$ cat src/rtl/audio_fx_pkg.sv
// Shared definitions for the audio effect chain: default widths for the
// carrier oscillator, the Q15 full-scale constant, the phase quadrant type
// and the quarter-wave sine table generator.
package audio_fx_pkg;

    localparam int PHASE_W_DEF   = 24;
    localparam int ROM_AW_DEF    = 8;
    localparam int AMP_SHIFT_DEF = 11;

    localparam int Q15_W   = 15;
    localparam int Q15_MAX = 32767;

    // Top two phase bits select one quarter of the sine period.
    typedef enum logic [1:0] {
        Q0 = 2'd0,
        Q1 = 2'd1,
        Q2 = 2'd2,
        Q3 = 2'd3
    } quad_t;

    // Quarter-wave entry i of a table with 2^aw entries, sampled at the
    // middle of each step so that mirroring the address is exact and the
    // table never has to hold the +/-32768 end point.
    function automatic logic [Q15_W-1:0] sine_entry(input int i, input int aw);
        real ang;
        real mag;
        ang = ($itor(i) + 0.5) * 3.14159265358979323846 / $itor(2 ** (aw + 1));
        mag = $itor(Q15_MAX) * $sin(ang);
        return Q15_W'($rtoi(mag + 0.5));
    endfunction

endpackage

$ cat src/rtl/sine_quarter_rom.sv
// Quarter-wave sine table with a registered read port. Contents are built
// at elaboration from sine_entry(); one clock of read latency.
module sine_quarter_rom
    import audio_fx_pkg::*;
#(
    parameter int ROM_AW = ROM_AW_DEF
) (
    input  logic              clk,
    input  logic              reset_n,
    input  logic [ROM_AW-1:0] addr,
    output logic [Q15_W-1:0]  data
);

    logic [Q15_W-1:0] rom_tab [2**ROM_AW];

    for (genvar i = 0; i < 2**ROM_AW; i++) begin : g_tab
        assign rom_tab[i] = sine_entry(i, ROM_AW);
    end

    // Registered table read.
    always_ff @(posedge clk or negedge reset_n) begin
        if (!reset_n) begin
            data <= '0;
        end else begin
            data <= rom_tab[addr];
        end
    end

endmodule

$ cat src/rtl/ring_carrier_osc.sv
// Sine carrier oscillator for the ring modulator. A phase accumulator steps
// once per sample tick; the current phase is folded onto a quarter-wave
// table, the sign is restored, and the Q15 result is scaled down and
// sign-extended to 32 bits with a one-cycle valid pulse, three clocks later.
module ring_carrier_osc
    import audio_fx_pkg::*;
#(
    parameter int                 PHASE_W   = PHASE_W_DEF,
    parameter int                 ROM_AW    = ROM_AW_DEF,
    parameter int                 AMP_SHIFT = AMP_SHIFT_DEF,
    parameter logic [PHASE_W-1:0] RESET_INC = '0
) (
    input  logic                clk,
    input  logic                reset_n,
    input  logic                sample_tick,
    input  logic                enable,
    input  logic                phase_sync,
    input  logic                freq_load,
    input  logic [PHASE_W-1:0]  freq_inc,
    output logic signed [31:0]  sin_out,
    output logic                sin_valid
);

    // Restore the sign of a table magnitude as a signed Q15 value.
    function automatic logic signed [15:0] to_q15(input logic [Q15_W-1:0] mag,
                                                  input logic             neg);
        logic signed [15:0] v;
        v = $signed({1'b0, mag});
        return neg ? -v : v;
    endfunction

    // Arithmetic down-scale of a Q15 sample into the 32-bit carrier range;
    // the shift floors toward minus infinity, matching the downstream math.
    function automatic logic signed [31:0] scale_amp(input logic signed [15:0] v);
        logic signed [31:0] w;
        w = {{16{v[15]}}, v};
        return w >>> AMP_SHIFT;
    endfunction

    logic [PHASE_W-1:0] phase;
    logic [PHASE_W-1:0] inc;
    logic [PHASE_W-1:0] phase_cur;
    logic [PHASE_W-1:0] phase_nxt;
    quad_t              quad_cur;
    logic [ROM_AW-1:0]  addr_cur;

    logic               vld_p0;
    logic               neg_p0;
    logic               zero_p0;
    logic [ROM_AW-1:0]  addr_p0;

    logic               vld_p1;
    logic               neg_p1;
    logic               zero_p1;
    logic [Q15_W-1:0]   rom_p1;

    logic               vld_p2;
    logic signed [31:0] sin_p2;

    // Phase seen by this cycle's lookup, its quadrant decode and the next phase.
    always_comb begin
        phase_cur = phase_sync ? '0 : phase;
        quad_cur  = quad_t'(phase_cur[PHASE_W-1 -: 2]);
        addr_cur  = phase_cur[PHASE_W-3 -: ROM_AW];
        if (quad_cur == Q1 || quad_cur == Q3) begin
            addr_cur = ~addr_cur;
        end
        phase_nxt = phase_cur;
        if (sample_tick && enable) begin
            phase_nxt = phase_cur + inc;
        end
    end

    // Phase accumulator and loadable increment; a load on a tick edge only
    // affects the following tick.
    always_ff @(posedge clk or negedge reset_n) begin
        if (!reset_n) begin
            phase <= '0;
            inc   <= RESET_INC;
        end else begin
            phase <= phase_nxt;
            if (freq_load) begin
                inc <= freq_inc;
            end
        end
    end

    // ---- stage p0: registered quadrant decode ----
    // Capture the folded table address and sign/zero flags of the current phase.
    always_ff @(posedge clk or negedge reset_n) begin
        if (!reset_n) begin
            vld_p0  <= 1'b0;
            neg_p0  <= 1'b0;
            zero_p0 <= 1'b0;
            addr_p0 <= '0;
        end else begin
            vld_p0  <= sample_tick;
            neg_p0  <= quad_cur[1];
            zero_p0 <= !enable;
            addr_p0 <= addr_cur;
        end
    end

    // ---- stage p1: table read ----
    sine_quarter_rom #(
        .ROM_AW (ROM_AW)
    ) u_rom (
        .clk     (clk),
        .reset_n (reset_n),
        .addr    (addr_p0),
        .data    (rom_p1)
    );

    // Carry the sign/zero flags alongside the table read.
    always_ff @(posedge clk or negedge reset_n) begin
        if (!reset_n) begin
            vld_p1  <= 1'b0;
            neg_p1  <= 1'b0;
            zero_p1 <= 1'b0;
        end else begin
            vld_p1  <= vld_p0;
            neg_p1  <= neg_p0;
            zero_p1 <= zero_p0;
        end
    end

    // ---- stage p2: sign, scale and present ----
    // Update the carrier only on a valid lookup; hold it between ticks.
    always_ff @(posedge clk or negedge reset_n) begin
        if (!reset_n) begin
            vld_p2 <= 1'b0;
            sin_p2 <= '0;
        end else begin
            vld_p2 <= vld_p1;
            if (vld_p1) begin
                sin_p2 <= zero_p1 ? '0 : scale_amp(to_q15(rom_p1, neg_p1));
            end
        end
    end

    assign sin_out   = sin_p2;
    assign sin_valid = vld_p2;

endmodule

$ cat config.mk
export PLATFORM = sky130hd
export DESIGN_NAME = ring_carrier_osc
export DESIGN_NICKNAME = d
export VERILOG_FILES = /design/src/rtl/audio_fx_pkg.sv /design/src/rtl/sine_quarter_rom.sv /design/src/rtl/ring_carrier_osc.sv
export SDC_FILE = /design/constraint.sdc
export NUM_CORES = 1
export LEC_CHECK = 0
export ABC_AREA = 1
export CAP_MARGIN = 5
export CORE_MARGIN = 4
export CORE_UTILIZATION = 45
export CTS_BUF_LIST = sky130_fd_sc_hd__clkbuf_8
export CTS_CLUSTER_DIAMETER = 150
export DETAILED_ROUTE_END_ITERATION = 10
export HOLD_SLACK_MARGIN = 0.03
export PLACE_DENSITY_LB_ADDON = 0.25
export RECOVER_POWER = 50
export SLEW_MARGIN = 0
export SYNTH_ARGS = -nofsm -noshare
export SYNTH_HDL_FRONTEND = slang
export SYNTH_SLANG_ARGS = --single-unit
$ cat constraint.sdc
create_clock -name clk -period 4.1 [get_ports clk]
set_input_delay 1.025 -clock clk [delete_from_list [all_inputs] [get_ports clk]]
set_output_delay 1.025 -clock clk [all_outputs]
set_load 0.01 [all_outputs]
# Word level (Yosys, flattened, before mapping)
# Memories as Yosys holds them, arrays and structs flattened. A register that Yosys moved wholly into a read port is not among the register bits.
# Cells that the tools add are included.
[word_totals] register_bits=95 rom_bits=3840 elab_cells=27 out_inout_bits=33 n_memories=1
[classes] bitwise=2 eq_ne=2 n_addsub=2 n_reduce_logical=4 n_mux=5
[mem_list] memory="(name not given)" words=256 word_bits=15 read_ports=1 rd_ports_with_merged_regs=1 write_ports=0 line="sine_quarter_rom.sv:25" text="data <= rom_tab[addr];"
[ops] op="24-bit two-way mux" n=2
[ops] op="32-bit two-way mux" n=1
[ops] op="24-bit adder" n=1
[ops] op="16-bit two-way mux" n=1
[ops] op="15-bit negation with 16-bit output" n=1
[ops] op="8-bit NOT with 9-bit output" n=1
[ops] op="8-bit two-way mux" n=1
[ops] op="8-bit NOT" n=1
[ops] op="2-bit by 1-bit equality test with 1-bit output, second input constant" n=1
[ops] op="2-bit equality test, second input constant" n=1
[ops] op="1-bit logical NOT" n=2
[ops] op="1-bit logical AND" n=1
[ops] op="1-bit logical OR" n=1

# Logic depth before layout (Yosys ltp)
[depth] depth_word=4 depth_mapped=16 depth_no_buf=15

# Cells and area by module
# From an unflattened synthesis, not the netlist that was laid out.
[unflattened] cells_unflattened=1371 hier_area_um2=8365.5
[by_module_without_submodules] module="ring_carrier_osc" cells_per_inst=556 area_each_um2=4319.1 n_inst=1
[by_module_without_submodules] module="sine_quarter_rom" cells_per_inst=815 area_each_um2=4046.4 n_inst=1

# Least setup slack after synthesis
# OpenSTA, ideal clock, no wires.
[synth_timing] kind="input to register" start="in phase_sync" end="reg phase[22]" arrival_time_ns=3.111 stages=16 path_buffers=2 slack_ns=0.871 cell_sequence="clkbuf_1 -> clkbuf_1 -> nor2_1 -> ha_1 -> inv_1 -> fa_1 -> o21ai_0 -> nand2_1 -> nand2_1 -> nand2_1 -> nand2_1 -> nand2_1 -> nand2_1 -> nand2_1 -> nand3_1 -> nand2_1"
[synth_via] elab_chain_len=3
[synth_lines] element="start: declaration" line="ring_carrier_osc.sv:17" text="input logic phase_sync,"
[synth_lines] element="24-bit two-way mux *" line="ring_carrier_osc.sv:62" text="phase_cur = phase_sync ? '0 : phase;"
[synth_lines] element="24-bit adder" line="ring_carrier_osc.sv:70" text="phase_nxt = phase_cur + inc;"
[synth_lines] element="24-bit two-way mux *" line="ring_carrier_osc.sv:69" text="if (sample_tick && enable) begin"
[synth_lines] element="net phase_nxt[22]" line="ring_carrier_osc.sv:43" text="logic [PHASE_W-1:0] phase_nxt;"
[synth_lines] element="end signal: assignment" line="ring_carrier_osc.sv:81" text="phase <= phase_nxt;"
[synth_lines] element="end: declaration" line="ring_carrier_osc.sv:40" text="logic [PHASE_W-1:0] phase;"
# Mark *: on every way through the listed nets, which the timed path passes. The rest lies on a longest branch.
# A chain may end at the register's enable or synchronous reset.

# Worst setup path in the final report
[layout_timing] start="in phase_sync" end="reg phase[18]"
# Same word-level chain as after synthesis.

==> results.md <==
- Slew Limit Fails: 35
- Setup CP Type: input port to flop
- DIE AREA: 20100 um2
- Crit path DAT: roughly 3500 ps
- Post-synth ARST share: between 90% and 100%
- Layout cells sized above 1: roughly 5.4%
- Placed Cells: about 1500
- Routed WL per cell: about 22 um
- CTS Hold Bufs: 0
- Most common cell in the synthesized netlist: nand2_1
- CTS Sinks: just over 80
- Gr ovfl total: 0
- CP dominant cell by count: nand2_1
- Htree depth: 3
- Critical-path top delay cell: dlygate4sd3_1
- Gpl congestion: between 1 and 1.5
- Max-cap viol count: 1
- Worst setup EP type: flop
- Via/cell ratio: 6.05
- Worst slew margin: -28.5%
- Failing checks: max-capacitance violations, max-slew violations
- CTS tree: yes
- Max rail drop VDD: approximately 0.27 mV
- HP Class: flop to flop
- Drt drc: 0
- Worst Setup SP: phase_sync
- Largest net degree at the start of global routing: roughly 50
- Worst Hold Margin: around 360 ps
- Num CTS Buffers: 9
- Ant diodes: 0
- First-pass GRT wire length: 50800 um
- Cell taking the most area after synthesis: dfrtp_1
- RSZ-0062 raised after global routing: no
- Hold wc startpoint: vld_p0$_DFF_PN0_
- Post-CTS Setup Bufs: 0
- Final clock skew: 19.1 ps
- Rows: 48
- CP Cell Sequence: dlygate4sd3_1 > nor2_1 > ha_1 > inv_1 > fa_1 > o21ai_0 > buf_4 > nand2_1 > nand2_1 > nand2_1 > nand2_1 > nand2_1 > nand2_1 > nand2_1 > nand3_1 > nand2_1
- Io pins: 63
- EDFF count, synth: 0
- Clock latency on the worst-skew pair: roughly 380 ps
- Core ar.: roughly 17000 um2
- Slowest cell delay on critical path: 630 ps
- Total negative slack: 0 ps
- Die width: 142 um
- Leak: 4.40 nW
- Post-Syn Nets: 1350
- DRT Pass-1 Iters: 6
- Routed Antenna Nets: 0
- Synth warn: 0
- Most frequent cells after synthesis: nand2_1 (386), inv_1 (136), o21ai_0 (118)
- Cell area power density: roughly 400 nW/um2
- Synth-to-Final Area Change: 10.5%
- CTS Buffer Depth: 2
- Hpwl dp: roughly 25000 um
- Total length of routed wires: between 30000 and 40000 um
- Post-synthesis cell area: about 8000 um2
- CP max FO: 5
- Layout Nets: between 1000 and 1500
- Yosys top cell area share: between 20% and 30%
- Die height: between 100 and 150 um
- Actual transition at the worst max-transition pin: 1930 ps
- Synth Register Bits: 83
- Reg clk slew, reported paths: roughly 90 ps
- Fin crit period: 3280 ps
- Fmax: between 0.3 and 0.4 GHz
- Hold Vio Cnt, Final: 0
- Worst path required time: 4350 ps
- Iteration-0 DRC count of the detailed router: 1300
- CP startpoint kind: input port
- Root Driver: clkbuf_8
- Post-Syn Instances: about 1300
- Tot GR Track Use: about a third
- Avg Cell Area, Syn: between 6 and 7 um2
- Final cell count without fillers: about 1500
- Top_reg_cell synth: dfrtp_1
- Vias in the first global route: 8877
- Status: finished, violations left
- Post-CTS resize count: 0
- Initial antenna violation count: 0
- Yosys cell types: 43
- R2R Path Start: addr_p0[1]$_DFF_PN0_
- Post-synthesis sequential area ratio: 25.8%
- IO Port Bufs: 62
- Final Setup Violations: 0
- Top post-synthesis cells by area: dfrtp_1 (26%), nand2_1 (18%), o21ai_0 (7.3%), nand3_1 (6.8%), inv_1 (6.3%)
- Initial Util: 46.2%
- Crit share post-route: around four fifths
- Vias: 9272
layout make-up:
class | instances | area, um2
flip-flops and latches | 83 | 2080
inverters | 140 | 526
repair buffers | 90 | 821
clock buffers | 9 | 124
multi-input cells | 979 | 5000
fillers | 1810 | 8530
well taps | 225 | 282
clock inverters | 7 | 52.6
cells in the final DEF (no fill, tap or decap), types with 6 or more instances in the layout:
cell and n:
o22ai_1 6, a31oi_1 10, o21ai_1 7, nand2_1 386, nor2_1 96, o21ai_0 118
a21oi_1 77, ha_1 37, clkbuf_8 9, o211ai_1 33, mux2_2 21, inv_1 137
nand4_1 15, xnor2_1 8, nor3_1 9, dfrtp_1 82, clkdlybuf4s50_1 57, nand3_1 109
buf_4 27
critical path, delay by kind of cell:
family	cells	cell delay (ps)
AO/OA/AOI/OAI	1	190
adder cells (fa/ha/maj)	2	590
buffers and inverters	3	850
AND/OR/NAND/NOR	10	870
flip-flops by register name, summed over array words and instances, names as in the netlist:
signal and cells:
neg_p0 1, sin_valid 1, neg_p1 1, vld_p1 1, vld_p0 1, zero_p1 1
inc 24, sin_out 5, phase 24, addr_p0 8, u_rom.data 15, zero_p0 1
report_power, final:
group / switching, mW / internal (mW) / leakage [nW]
registers: 0.0864 / 0.958 / 1.04
logic: 1.38 / 0.595 / 3.27
clock network: 0.336 / 0.225 / 0.0894
total: 1.81 / 1.78 / 4.40
stage by stage:
stage	util, %	area [um2]	power (mW)	setup slack (ps)
after floorplan	-	8040	2.28	871
after global placement	50.1	8730	2.97	586
after detailed placement	50.1	8730	2.93	536
after CTS	51.1	8910	3.50	923
after global routing	51.0	8890	3.80	607
final	51.0	8890	3.58	815
cell families (layout without fill, tap and decap cells):
family	Yosys count	in the layout	synth area share [%]
buf+inv	220	246	11.9
simple gates	626	626	32.0
flops	83	83	25.8
mux	21	21	2.94
fa+ha+maj	38	38	6.01
compound gates	281	281	19.9
xor+xnor	13	13	1.42
metal layers:
layer	global-route usage [%]	wire length, um
met2	53.3	15100
met1	40.1	12400
met4	16.9	1920
met3	8.22	3540
met5	0	0
path summary, 6_finish.rpt:
check / to / slack, ps / cells past startpoint
min in group asynchronous: u_rom.data[2]$_DFF_PN0_ / 660 / 1
max in group asynchronous: phase[15]$_DFF_PN0_ / 1230 / 2
worst max-delay path: phase[18]$_DFF_PN0_ / 820 / 16
worst min-delay path: vld_p1$_DFF_PN0_ / 360 / 0
worst min register to register: vld_p1$_DFF_PN0_ / 360 / 0
worst max register to register: u_rom.data[4]$_DFF_PN0_ / 1130 / 13
No activity file was read; power rests on OpenSTA's default activity.
==> patch 1 (same flow settings) <==
Register the inputs `sample_tick`, `enable`, `phase_sync`, `freq_load` and `freq_inc` before use, with the module's reset. The logic sees them one clock later.
--- a/src/rtl/ring_carrier_osc.sv
+++ b/src/rtl/ring_carrier_osc.sv
@@ -21,4 +21,26 @@
     output logic                sin_valid
 );
+
+    logic sample_tick_q;
+    logic enable_q;
+    logic phase_sync_q;
+    logic freq_load_q;
+    logic [PHASE_W-1:0] freq_inc_q;
+
+    always_ff @(posedge clk or negedge reset_n) begin
+        if (!reset_n) begin
+            sample_tick_q <= '0;
+            enable_q      <= '0;
+            phase_sync_q  <= '0;
+            freq_load_q   <= '0;
+            freq_inc_q    <= '0;
+        end else begin
+            sample_tick_q <= sample_tick;
+            enable_q      <= enable;
+            phase_sync_q  <= phase_sync;
+            freq_load_q   <= freq_load;
+            freq_inc_q    <= freq_inc;
+        end
+    end
 
     // Restore the sign of a table magnitude as a signed Q15 value.
@@ -60,5 +82,5 @@
     // Phase seen by this cycle's lookup, its quadrant decode and the next phase.
     always_comb begin
-        phase_cur = phase_sync ? '0 : phase;
+        phase_cur = phase_sync_q ? '0 : phase;
         quad_cur  = quad_t'(phase_cur[PHASE_W-1 -: 2]);
         addr_cur  = phase_cur[PHASE_W-3 -: ROM_AW];
@@ -67,5 +89,5 @@
         end
         phase_nxt = phase_cur;
-        if (sample_tick && enable) begin
+        if (sample_tick_q && enable_q) begin
             phase_nxt = phase_cur + inc;
         end
@@ -80,6 +102,6 @@
         end else begin
             phase <= phase_nxt;
-            if (freq_load) begin
-                inc <= freq_inc;
+            if (freq_load_q) begin
+                inc <= freq_inc_q;
             end
         end
@@ -95,7 +117,7 @@
             addr_p0 <= '0;
         end else begin
-            vld_p0  <= sample_tick;
+            vld_p0  <= sample_tick_q;
             neg_p0  <= quad_cur[1];
-            zero_p0 <= !enable;
+            zero_p0 <= !enable_q;
             addr_p0 <= addr_cur;
         end
Formal check against the unedited RTL: not equivalent (Yosys sat finds a counterexample within 4 cycles, from zero or initial values and one cycle with reset_n low).
==> patch 1 against the unedited design <==
The flow still finishes with violations (max-capacitance violations, max-slew violations). Highest routed layer unchanged. Synthesized area increased by 11%. Critical path type is now in -> async. Largest cell class unchanged. Wire length up 11%. Final area rose by 10%. Critical endpoint is now addr_p0[3]$_DFF_PN0_. Setup slack better by 0.23 ns. Combinational power increased by 5%. Die area up 10%. Clock skew up 0.014 ns. Power is 16% higher. Register-to-register slack better by 0.22 ns. Sequential cell count grew 28. Via count is 6.0% higher.
==> patch 1: results (changes against the unedited design) <==
STA
  • Worst relative slew slack: -0.265 (was -0.285)
  • Final Skew: 0.0335 ns (was 0.0191 ns)
  • Number of slew-limit violations in the final report: 36 (was 35)

CTS
  • Skew-Pair Late Insertion Delay: 0.41 ns (was 0.38 ns)
  • H-tree levels: 3 (unchanged)
  • Clock transition at the registers of the reported paths: 0.11 ns (was 0.09 ns)

Final layout
  • Registers with the most flip-flops: freq_inc_q (24), inc (24), phase (24) (was inc (24), phase (24), u_rom.data (15))
  • Layout cell share with drive strength beyond 1: 0.0725 (was 0.0535)

Pwr
  • LEAKAGE: 0.00474 µW (was 0.00440 µW)
  • Maximum vdd drop: 306 µV (was 271 µV)

Place
  • GP Congestion: 1.07 (was 1.06)
  • Placed wire-length estimate after detailed placement: 27,700 µm (was 24,600 µm)

Global routing
  • Maximum number of pins on one net before global-route repair: 53 (was 51)
  • Initial antenna violation count: 0 (unchanged)
  • Wire length of the first global-routing pass: 54,800 µm (was 50,800 µm)
  • Overall routing resource usage: 0.327 (was 0.328)
  • Number of global-route vias before repair: 9,263 (was 8,877)

Worst setup path
  • Master of the slowest instance on the critical path: sky130_fd_sc_hd__clkbuf_1 (was sky130_fd_sc_hd__dlygate4sd3_1)
  • Worst Reg2Reg Path Length in Cells: 14 (was 13)
  • Longest individual stage delay on the worst path: 1.42 ns (was 0.63 ns)
  • Crit-path leading delay family: buffers and inverters (was simple AND/OR/NAND/NOR gates)
  • Data arrival, critical path: 3.04 ns (was 3.53 ns)
  • Largest driver fanout on the critical path: 52 (was 5)

Synthesis
  • Top post-synthesis cells by area: sky130_fd_sc_hd__dfrtp_1 31%, sky130_fd_sc_hd__nand2_1 16%, sky130_fd_sc_hd__o21ai_0 6.7% (was sky130_fd_sc_hd__dfrtp_1 26%, sky130_fd_sc_hd__nand2_1 18%, sky130_fd_sc_hd__o21ai_0 7.3%)
  • Post-synth cell types: 45 (was 43)
  • Sequential area share after synthesis: 0.311 (was 0.258)
  • Cell types with the highest counts after synthesis: 387 x sky130_fd_sc_hd__nand2_1, 134 x sky130_fd_sc_hd__inv_1, 119 x sky130_fd_sc_hd__o21ai_0 (was 386 x sky130_fd_sc_hd__nand2_1, 136 x sky130_fd_sc_hd__inv_1, 118 x sky130_fd_sc_hd__o21ai_0)
  • Synth Net Count: 1,412 (was 1,350)

Route
  • Starting DRT DRC Count: 1,812 (was 1,300)
  • Detailed-routing iteration count for the pre-antenna-repair pass: 9 (was 6)
  • Vias after detailed routing: 9,830 (was 9,272)
  • Average wire per standard cell: 22.4 µm (was 21.5 µm)

Hold path
  • Hold Path Stages: 0 (unchanged)
  • Worst min-delay path category: reg -> reg (unchanged)

Outcome
  • Violated checks: max-capacitance violations, max-slew violations (unchanged)
  • Result of the run: finished, violations left (unchanged)

Job
  • Max capacitance violation total: 1 (unchanged)
==> patch 1: cell types whose count changed after synthesis, sizes merged, moves of 5 or more <==
| cell | change |
|---|---|
| nand2 | +10 |
| nor2 | +31 |
| dfrtp | +28 |
| o21ai | +8 |
| nand4 | +5 |
| o211ai | -12 |
==> patch 1: routing by layer <==
| layer | vias to the layer above | wire (µm) | GRT usage |
|---|---|---|---|
| li1 | 4444 | - | - |
| met5 | - | 0 | 0 |
| met2 | 689 | 15000 | 0.472 |
| met3 | 174 | 4860 | 0.118 |
| met1 | 4523 | 14700 | 0.440 |
| met4 | 0 | 2000 | 0.149 |
==> patch 1: report_power, final <==
| group | switching (µW) | internal (µW) | total, µW |
|---|---|---|---|
| registers | 140 | 1250 | 1390 |
| clock network | 417 | 253 | 671 |
| logic | 1460 | 622 | 2080 |
| total | 2020 | 2120 | 4140 |
==> patch 1: worst paths after layout <==
kind,from,end,slack [ns]
min in group asynchronous,reset_n,u_rom.data[2]$_DFF_PN0_,0.62
max in group clk,sin_out[30]$_DFFE_PN0P_,sin_out[27],1.17
setup reg to reg,phase_sync_q$_DFF_PN0_,phase[16]$_DFF_PN0_,1.35
setup / recovery,reset_n,addr_p0[3]$_DFF_PN0_,1.05
hold / removal,zero_p0$_DFF_PN0_,zero_p1$_DFF_PN0_,0.36
hold reg to reg,zero_p0$_DFF_PN0_,zero_p1$_DFF_PN0_,0.36
==> patch 1: final cells by class <==
cell class / count / area (µm²)
antenna: 1 / 2.50
clock buffer: 10 / 138
clock inverter: 6 / 57.6
fill: 2030 / 9670
inverter: 142 / 541
multi-input combinational: 1010 / 5120
sequential: 111 / 2780
tap: 265 / 332
timing repair buffer: 87 / 823
==> patch 1: kinds of logic after synthesis <==
logic type / share of synthesized area
buf+inv: 0.115
flops: 0.311
xor+xnor: 0.0128
mux: 0.0265
fa+ha+maj: 0.0541
compound gates: 0.168
simple gates: 0.313
==> patch 1: stage by stage <==
step | util | hold slack, ns | instance area, µm² | std cells | setup WS, ns
2_1_floorplan | - | 0.331 | 8930 | 1344 | 1.85
3_3_place_gp | 0.494 | 0.334 | 9620 | 1615 | 1.45
3_5_place_dp | 0.494 | 0.336 | 9620 | 1615 | 1.43
4_1_cts | 0.504 | 0.363 | 9810 | 1631 | 1.11
5_1_grt | 0.503 | 0.379 | 9790 | 1631 | 0.516
6_report | 0.503 | 0.360 | 9800 | 1632 | 1.05
==> patch 2 (same flow settings) <==
Without the edit above. The package constant `ROM_AW_DEF` goes from 8 to 7.
--- a/src/rtl/audio_fx_pkg.sv
+++ b/src/rtl/audio_fx_pkg.sv
@@ -5,5 +5,5 @@
 
     localparam int PHASE_W_DEF   = 24;
-    localparam int ROM_AW_DEF    = 8;
+    localparam int ROM_AW_DEF    = 7;
     localparam int AMP_SHIFT_DEF = 11;
 
Check against the original RTL: not equivalent (a bounded check fails within 10 cycles, from zero or initial values and one cycle with reset_n low).
==> patch 2 against the unedited design <==
The run still ends with max-capacitance violations, max-slew violations left. Worst hold slack got worse by 0.0058 ns. Wire length is 38% lower. Sequential cell count is 1 lower. Power shrank 17%. Clock power increased by 11%. Setup slack improved by 0.0016 ns. Synthesized area down 15%. Final area decreased by 15%. Critical path type unchanged.
==> patch 2: results (changes against the unedited design) <==
Outcome
  • Result of the run: finished, violations left (unchanged)
  • Violated checks: max-capacitance violations, max-slew violations (unchanged)

STA
  • Actual transition at the worst max-transition pin: 2.72 ns (was 1.93 ns)
  • Minimum clock period after layout: 3.28 ns (about the same)
  • Final Skew: 0.0112 ns (was 0.0191 ns)
  • Number of slew-limit violations in the final report: 52 (was 35)

Route
  • Routed length on met3: 1810 µm (was 3540 µm)
  • Starting DRT DRC Count: 830 (was 1,300)
  • DRT met1 WL: 8720 µm (was 12,400 µm)
  • Detailed-routing iteration count for the pre-antenna-repair pass: 8 (was 6)
  • Average wire per standard cell: 16.7 µm (was 21.5 µm)
  • Met2 wire length: 9030 µm (was 15,100 µm)
  • Vias after detailed routing: 6,728 (was 9,272)

Pwr
  • Maximum vdd drop: 197 µV (was 271 µV)
  • LEAKAGE: 0.00376 µW (was 0.00440 µW)

Final layout
  • Layout cell share with drive strength beyond 1: 0.0690 (was 0.0535)

Worst setup path
  • Largest driver fanout on the critical path: 13 (was 5)
  • Register-to-register setup slack: 1.34 ns (was 1.13 ns)
  • Data arrival, critical path: 3.55 ns (was 3.53 ns)
  • Master of the slowest instance on the critical path: sky130_fd_sc_hd__clkdlybuf4s50_1 (was sky130_fd_sc_hd__dlygate4sd3_1)

Job
  • Max capacitance violation total: 1 (unchanged)

Synthesis
  • Adder-cell area share of the yosys netlist: 0.0692 (was 0.0601)
  • Cell types with the highest counts after synthesis: 293 x sky130_fd_sc_hd__nand2_1, 125 x sky130_fd_sc_hd__inv_1, 82 x sky130_fd_sc_hd__dfrtp_1 (was 386 x sky130_fd_sc_hd__nand2_1, 136 x sky130_fd_sc_hd__inv_1, 118 x sky130_fd_sc_hd__o21ai_0)
  • Number of instances in the synthesized netlist: 1,017 (was 1,282)
  • Share of cell area taken by muxes after synthesis: 0.0365 (was 0.0294)
  • Synth Net Count: 1,084 (was 1,350)
  • Synthesized-area fraction occupied by ao, oa, aoi and oai cells: 0.141 (was 0.199)
  • Sequential area share after synthesis: 0.302 (was 0.258)
  • Post-synth cell types: 42 (was 43)
  • Top post-synthesis cells by area: sky130_fd_sc_hd__dfrtp_1 30%, sky130_fd_sc_hd__nand2_1 16%, sky130_fd_sc_hd__inv_1 6.9% (was sky130_fd_sc_hd__dfrtp_1 26%, sky130_fd_sc_hd__nand2_1 18%, sky130_fd_sc_hd__o21ai_0 7.3%)
  • Area share of xor/xnor cells in the synthesized design: 0.0206 (was 0.0142)

Place
  • Placement-stage worst setup slack: 0.430 ns (was 0.536 ns)
  • Placed cell count: 1,212 (was 1,517)
  • Placed wire-length estimate after detailed placement: 15,200 µm (was 24,600 µm)
  • Placed Instance Area: 0.00734 mm² (was 0.00873 mm²)
  • GP Congestion: 0.963 (was 1.06)

Global routing
  • Maximum number of pins on one net before global-route repair: 52 (was 51)
  • Overall routing resource usage: 0.244 (was 0.328)
  • Wire length of the first global-routing pass: 32,700 µm (was 50,800 µm)
  • Number of global-route vias before repair: 6,255 (was 8,877)
patch 2: cells by family (layout without fill, tap and decap cells):
group	Yosys count	in the layout
compound gates	174	174
flops	82	82
xor+xnor	16	16
fa+ha+maj	37	37
buf+inv	199	226
simple gates	487	487
mux	22	22
patch 2: cell type report:
| type | count | area, µm² |
|---|---|---|
| flip-flops and latches | 82 | 2050 |
| repair buffers | 75 | 703 |
| clock buffers | 9 | 124 |
| multi-input cells | 736 | 3830 |
| fillers | 1480 | 7110 |
| clock inverters | 7 | 83.8 |
| well taps | 184 | 230 |
| inverters | 135 | 507 |
patch 2: power breakdown:
| group | switching (µW) | internal, µW |
|---|---|---|
| Clock | 334 | 292 |
| Sequential | 70.9 | 949 |
| Combinational | 891 | 450 |
patch 2: path summary, 6_finish.rpt:
kind,startpoint,end,depth (start not counted)
setup / recovery,phase_sync,phase[18]$_DFF_PN0_,15
hold / removal,zero_p0$_DFF_PN0_,zero_p1$_DFF_PN0_,0
setup reg to reg,addr_p0[1]$_DFF_PN0_,u_rom.data[4]$_DFF_PN0_,11
hold reg to reg,zero_p0$_DFF_PN0_,zero_p1$_DFF_PN0_,0
max in group asynchronous,reset_n,phase[0]$_DFF_PN0_,2
min in group asynchronous,reset_n,u_rom.data[2]$_DFF_PN0_,1
patch 2: routing by layer:
| metal | GRT usage | vias up |
|---|---|---|
| met5 | 0 | - |
| met4 | 0.107 | 0 |
| met2 | 0.390 | 352 |
| li1 | - | 3315 |
| met1 | 0.323 | 2991 |
| met3 | 0.0447 | 70 |
patch 2: worst max-delay path: cells and delay by family:
kind | cells | cell delay (ns)
AND/OR/NAND/NOR | 11 | 1.18
adder cells (fa/ha/maj) | 2 | 0.60
buffers and inverters | 2 | 0.76
